**src/rtl/str_copy_pkg.sv**
```systemverilog
`default_nettype none
// ============================================================================
//  Module   : str_copy_pkg
//  Purpose  : Shared types and constants for the string copy controller:
//             FSM state encoding, byte type and default maximum length.
//  Revision : 1.0  initial release
// ============================================================================
package str_copy_pkg;

    // Default maximum string length in bytes (power of two, >= 2)
    localparam int DEFAULT_MAX_LEN = 64;

    typedef logic [7:0] byte_t;

    // Copy controller states, explicit 2-bit encoding
    typedef enum logic [1:0] {
        ST_IDLE = 2'd0,
        ST_RD   = 2'd1,
        ST_WR   = 2'd2,
        ST_DONE = 2'd3
    } state_e;

endpackage
`default_nettype wire

```
**src/rtl/str_copy_ctrl.sv**
```systemverilog
`default_nettype none
// ============================================================================
//  Module   : str_copy_ctrl
//  Purpose  : Byte-wise string copy controller. Reads each source byte
//             (RD cycle), writes it to the destination on the following
//             cycle (WR), then reports completion with a one-cycle done
//             pulse carrying the number of bytes actually written.
//  Ports    : clk/rst_n        clock, asynchronous active-low reset
//             start_*          request handshake (valid/ready) and length
//             abort            terminate the active copy early
//             src_rd_*         source buffer read port (1-cycle latency)
//             dst_wr_*         destination buffer write port
//             busy/done        status; copied_len/len_clamped valid with done
//             iter_cnt         64-bit lifetime write counter (optional)
//  Config   : define STR_COPY_ITER_CNT_EN to add the iter_cnt output.
//  Revision : 1.0  initial release
// ============================================================================
module str_copy_ctrl
    import str_copy_pkg::*;
#(
    parameter  int MAX_LEN = DEFAULT_MAX_LEN,
    localparam int IDX_W   = $clog2(MAX_LEN),
    localparam int LEN_W   = IDX_W + 1
) (
    input  logic             clk,
    input  logic             rst_n,
    input  logic             start_valid,
    output logic             start_ready,
    input  logic [LEN_W-1:0] start_len,
    input  logic             abort,
    output logic             src_rd_en,
    output logic [IDX_W-1:0] src_rd_addr,
    input  byte_t            src_rd_data,
    output logic             dst_wr_en,
    output logic [IDX_W-1:0] dst_wr_addr,
    output byte_t            dst_wr_data,
    output logic             busy,
    output logic             done,
    output logic [LEN_W-1:0] copied_len,
    output logic             len_clamped
`ifdef STR_COPY_ITER_CNT_EN
    ,
    output logic [63:0]      iter_cnt
`endif
);

    state_e             r_state;
    logic [IDX_W-1:0]   r_idx;
    logic [LEN_W-1:0]   r_len;
    logic [LEN_W-1:0]   r_wr_cnt;
    logic               r_clamped;

    logic               w_accept;
    logic               w_clamp;
    logic [LEN_W-1:0]   w_len_in;
    logic               w_last;

    assign w_accept = (r_state == ST_IDLE) && start_valid;
    assign w_clamp  = start_len > LEN_W'(MAX_LEN);
    assign w_len_in = w_clamp ? LEN_W'(MAX_LEN) : start_len;
    // r_len is never zero while in WR, so r_len-1 cannot underflow here
    assign w_last   = ({1'b0, r_idx} == (r_len - LEN_W'(1)));

    always_ff @(posedge clk or negedge rst_n) begin
        if (!rst_n) begin
            r_state   <= ST_IDLE;
            r_idx     <= '0;
            r_len     <= '0;
            r_wr_cnt  <= '0;
            r_clamped <= 1'b0;
        end else begin
            case (r_state)
                ST_IDLE: begin
                    if (w_accept) begin
                        r_len     <= w_len_in;
                        r_idx     <= '0;
                        r_wr_cnt  <= '0;
                        r_clamped <= w_clamp;
                        r_state   <= (w_len_in == '0) ? ST_DONE : ST_RD;
                    end
                end
                ST_RD: begin
                    // Abort here skips the write for the current index
                    r_state <= abort ? ST_DONE : ST_WR;
                end
                ST_WR: begin
                    // The write in this cycle always lands, abort or not
                    r_wr_cnt <= r_wr_cnt + LEN_W'(1);
                    if (w_last || abort) begin
                        r_state <= ST_DONE;
                    end else begin
                        r_idx   <= r_idx + IDX_W'(1);
                        r_state <= ST_RD;
                    end
                end
                default: begin
                    r_state <= ST_IDLE;
                end
            endcase
        end
    end

    // Outputs decode directly from state so an asynchronous reset drops
    // every strobe in the same instant it forces IDLE.
    assign start_ready = (r_state == ST_IDLE);
    assign busy        = (r_state == ST_RD) || (r_state == ST_WR);
    assign done        = (r_state == ST_DONE);
    assign src_rd_en   = (r_state == ST_RD);
    assign src_rd_addr = r_idx;
    assign dst_wr_en   = (r_state == ST_WR);
    assign dst_wr_addr = r_idx;
    assign dst_wr_data = (r_state == ST_WR) ? src_rd_data : '0;
    assign copied_len  = r_wr_cnt;
    assign len_clamped = r_clamped;

`ifdef STR_COPY_ITER_CNT_EN
    logic [63:0] r_iter_cnt;

    always_ff @(posedge clk or negedge rst_n) begin
        if (!rst_n) begin
            r_iter_cnt <= '0;
        end else if (r_state == ST_WR) begin
            r_iter_cnt <= r_iter_cnt + 64'd1;
        end
    end

    assign iter_cnt = r_iter_cnt;
`endif

endmodule
`default_nettype wire

```
**config.mk**
```make
export PLATFORM = sky130hd
export DESIGN_NAME = str_copy_ctrl
export DESIGN_NICKNAME = d
export VERILOG_FILES = /design/src/rtl/str_copy_pkg.sv /design/src/rtl/str_copy_ctrl.sv
export SDC_FILE = /design/constraint.sdc
export NUM_CORES = 1
export LEC_CHECK = 0
export ABC_CLOCK_PERIOD_IN_PS = 6400
export CAP_MARGIN = 40
export CORE_ASPECT_RATIO = 1.1
export CORE_UTILIZATION = 48
export DETAILED_ROUTE_END_ITERATION = 10
export HOLD_SLACK_MARGIN = 0.1
export PLACE_DENSITY_LB_ADDON = 0.15
export SYNTH_ARGS = -nofsm -noshare
export SYNTH_HDL_FRONTEND = slang
export SYNTH_SLANG_ARGS = --single-unit
```
**constraint.sdc**
```tcl
create_clock -name clk -period 6.4 [get_ports clk]
set_input_delay 1.28 -clock clk [delete_from_list [all_inputs] [get_ports clk]]
set_output_delay 1.28 -clock clk [all_outputs]
set_load 0.02 [all_outputs]
```
==> metrics <==
status=finished, final reports clean; Worst Tran Pin Value=591 ps; GRT Residual Overflow=0; HP Class=reg2reg; vias in the first global route=around 1,300; ys flop type=dfrtp_1; area of the multi-input gates=801 um2; io pins=52; Mapped Avg Cell Area=8.88 um2; Leak=0.823 nW; hold buffer count at CTS=0; busiest grt layer=met2; Routed Antenna Nets=0; Max clock buf depth=2; M1 GR Usage=27.6%; Fin Clk Skew=10.6 ps; FF+latch area=576 um2; Synth async-reset ratio=100%; all-layer global routing usage=23.0%; Netlist cell types=40; Setup violations, final=0; routed len/inst=13.6 um; Via Count=~1,300; Final Cycle Share=about three fifths; HP Start=len_clamped; Post-CTS Setup Inserts=0; GPL Wtd Cong=0.760; worst r2r path cells=6; NumNets Final=237; First-pass DRT Iterations=4; Gates resized, CTS repair=0; Die Ht=59.8 um; Critical Path RT=5120 ps; Seq/Total Area, Yosys=39.5%; Gate Count Post-Synth=164; Cell Area, Synth=1460 um2; CTS H-tree lvls=1; initial antenna violation count=0; clock slew at reported path FFs=120 ps; final hold violation count=0; GRT met3 Usage=4.33%; clock buffer count from CTS=3; time the worst path needs with I/O delays and setup=3740 ps; CTS sink cnt=23; fin. max-slew vios=0; Max Cap Violations=0; cell row count=20; maximum VDD drop=0.327 mV; core area=about 2800 um2; commonest non-fill, non-tap cell in the layout=clkdlybuf4s50_1; Cell Pwr Density=362 nW/um2; # diodes=0; fraction of layout cells with a size suffix above 1=roughly 4.3%; initial DRC count=14; Area growth, synth to finish=36.6%; Hold Path Stages=1; Critical Path AT=2460 ps; met2 Use GR=40.9%; crit end category=primary output; hold_ws=537 ps; CTS tree=built; die area=around 3300 um2; Setup crit start kind=primary input; global-route wire length before repair=approximately 5500 um; Yosys reg bits=23; routed wire length=3300 um; Via density=around 5.5; Buffers on Ports=between 50 and 60; Slew headroom=60.4%; CP Class=in2out; setup_tns=0 ps; Initial Util=approximately 52%; CP startpoint=src_rd_data[7]; Post-synth EDFFs=0; most frequent cells in the layout=clkdlybuf4s50_1 (51), dfrtp_1 (23), nand2_1 (20); RSZ-0062 raised after global routing=no; DRC viols=0; root buffer cell=clkbuf_4; Filler cells=238; Die W=54.5 um; fmax=0.268 GHz; Skew-Pair Late Insertion Delay=320 ps; hpwl dp=2580 um; Synth Net Count=190; yosys warns=0; pin count of the biggest net entering global routing=21; worst r2r src=r_len[2]; R2R Setup Slk=slightly below 4000 ps; Max FO, Critical Path=1
## final timing paths
| path | endpoint |
|---|---|
| setup / recovery | dst_wr_data[7] |
| hold / removal | len_clamped |
| setup reg to reg | dst_wr_addr[5] |
| hold reg to reg | len_clamped |
| max in group asynchronous | len_clamped |
| min in group asynchronous | dst_wr_addr[5] |
## layer usage
metal | part of all wire [%] | up-vias | routed length (um)
met1 | 45 | 637 | 1480
met2 | 50 | 45 | 1640
met3 | 4.8 | 2 | 157
met5 | 0 | - | 0
met4 | 0.52 | 0 | 17
li1 | - | 659 | -
## synth_stat cells, types with 2 or more instances
master,number,share of area (%)
a21oi_1,5,1.7
and2_1,8,3.4
buf_4,6,3.1
clkbuf_1,3,0.77
dfrtp_1,23,40
ha_1,7,6.0
inv_1,5,1.3
nand2_1,20,5.2
nand2b_1,10,4.3
nand3_1,6,2.1
nor2_1,11,2.8
nor3_1,2,0.69
nor3b_1,2,1.0
o21ai_0,16,5.5
o31ai_1,2,1.0
or3_1,3,1.3
xnor2_1,7,4.2
xor2_1,6,3.6
## logic make-up (layout without fill, tap and decap cells)
| kind of cell | count (synthesis) | count (layout) | synth area share, % |
|---|---|---|---|
| and+or+nand+nor | 70 | 70 | 24.9 |
| AOI/OAI and AO/OA | 35 | 35 | 15.5 |
| DFF | 23 | 23 | 39.5 |
| buffers and inverters | 15 | 61 | 5.50 |
| xor gates and xnor gates | 13 | 13 | 7.82 |
| adders and majority gates | 7 | 7 | 6.01 |
| muxes | 1 | 1 | 0.773 |
## critical path, stage by stage
cell	delay, ps
clkdlybuf4s50_1	450
and2_1	120
clkdlybuf4s50_1	600
## power by group
part | switching (mW) | leakage (nW) | internal, mW | total, mW
clock network | 0.0445 | 0.0177 | 0.0234 | 0.0679
logic | 0.215 | 0.497 | 0.195 | 0.410
registers | 0.0560 | 0.308 | 0.185 | 0.241
total | 0.315 | 0.823 | 0.404 | 0.720
## state kept, by name, summed over array words and instances (netlist names)
name	count
copied_len	7
dst_wr_addr	6
len_clamped	1
r_len	7
r_state	2
## per-stage QoR
stage	setup slack, ps	power, mW	util (%)	area, um2	std cells
CTS	2650	0.722	70.4	1990	243
global route	2610	0.777	70.4	1990	243
detailed placement	2650	0.653	69.4	1960	239
global placement	2660	0.633	68.8	1950	238
floorplan	3610	0.512	-	1460	164
finish	2660	0.720	70.4	1990	243
## cell type report
type | instances | area share [%]
Multi-Input combinational cell | 126 | 40.3
Sequential cell | 23 | 28.9
Timing Repair Buffer | 52 | 26.4
Tap cell | 33 | 2.08
Clock buffer | 3 | 1.13
Inverter | 5 | 0.943
Clock inverter | 1 | 0.252
Note: power is estimated with default switching activity, not from simulation.
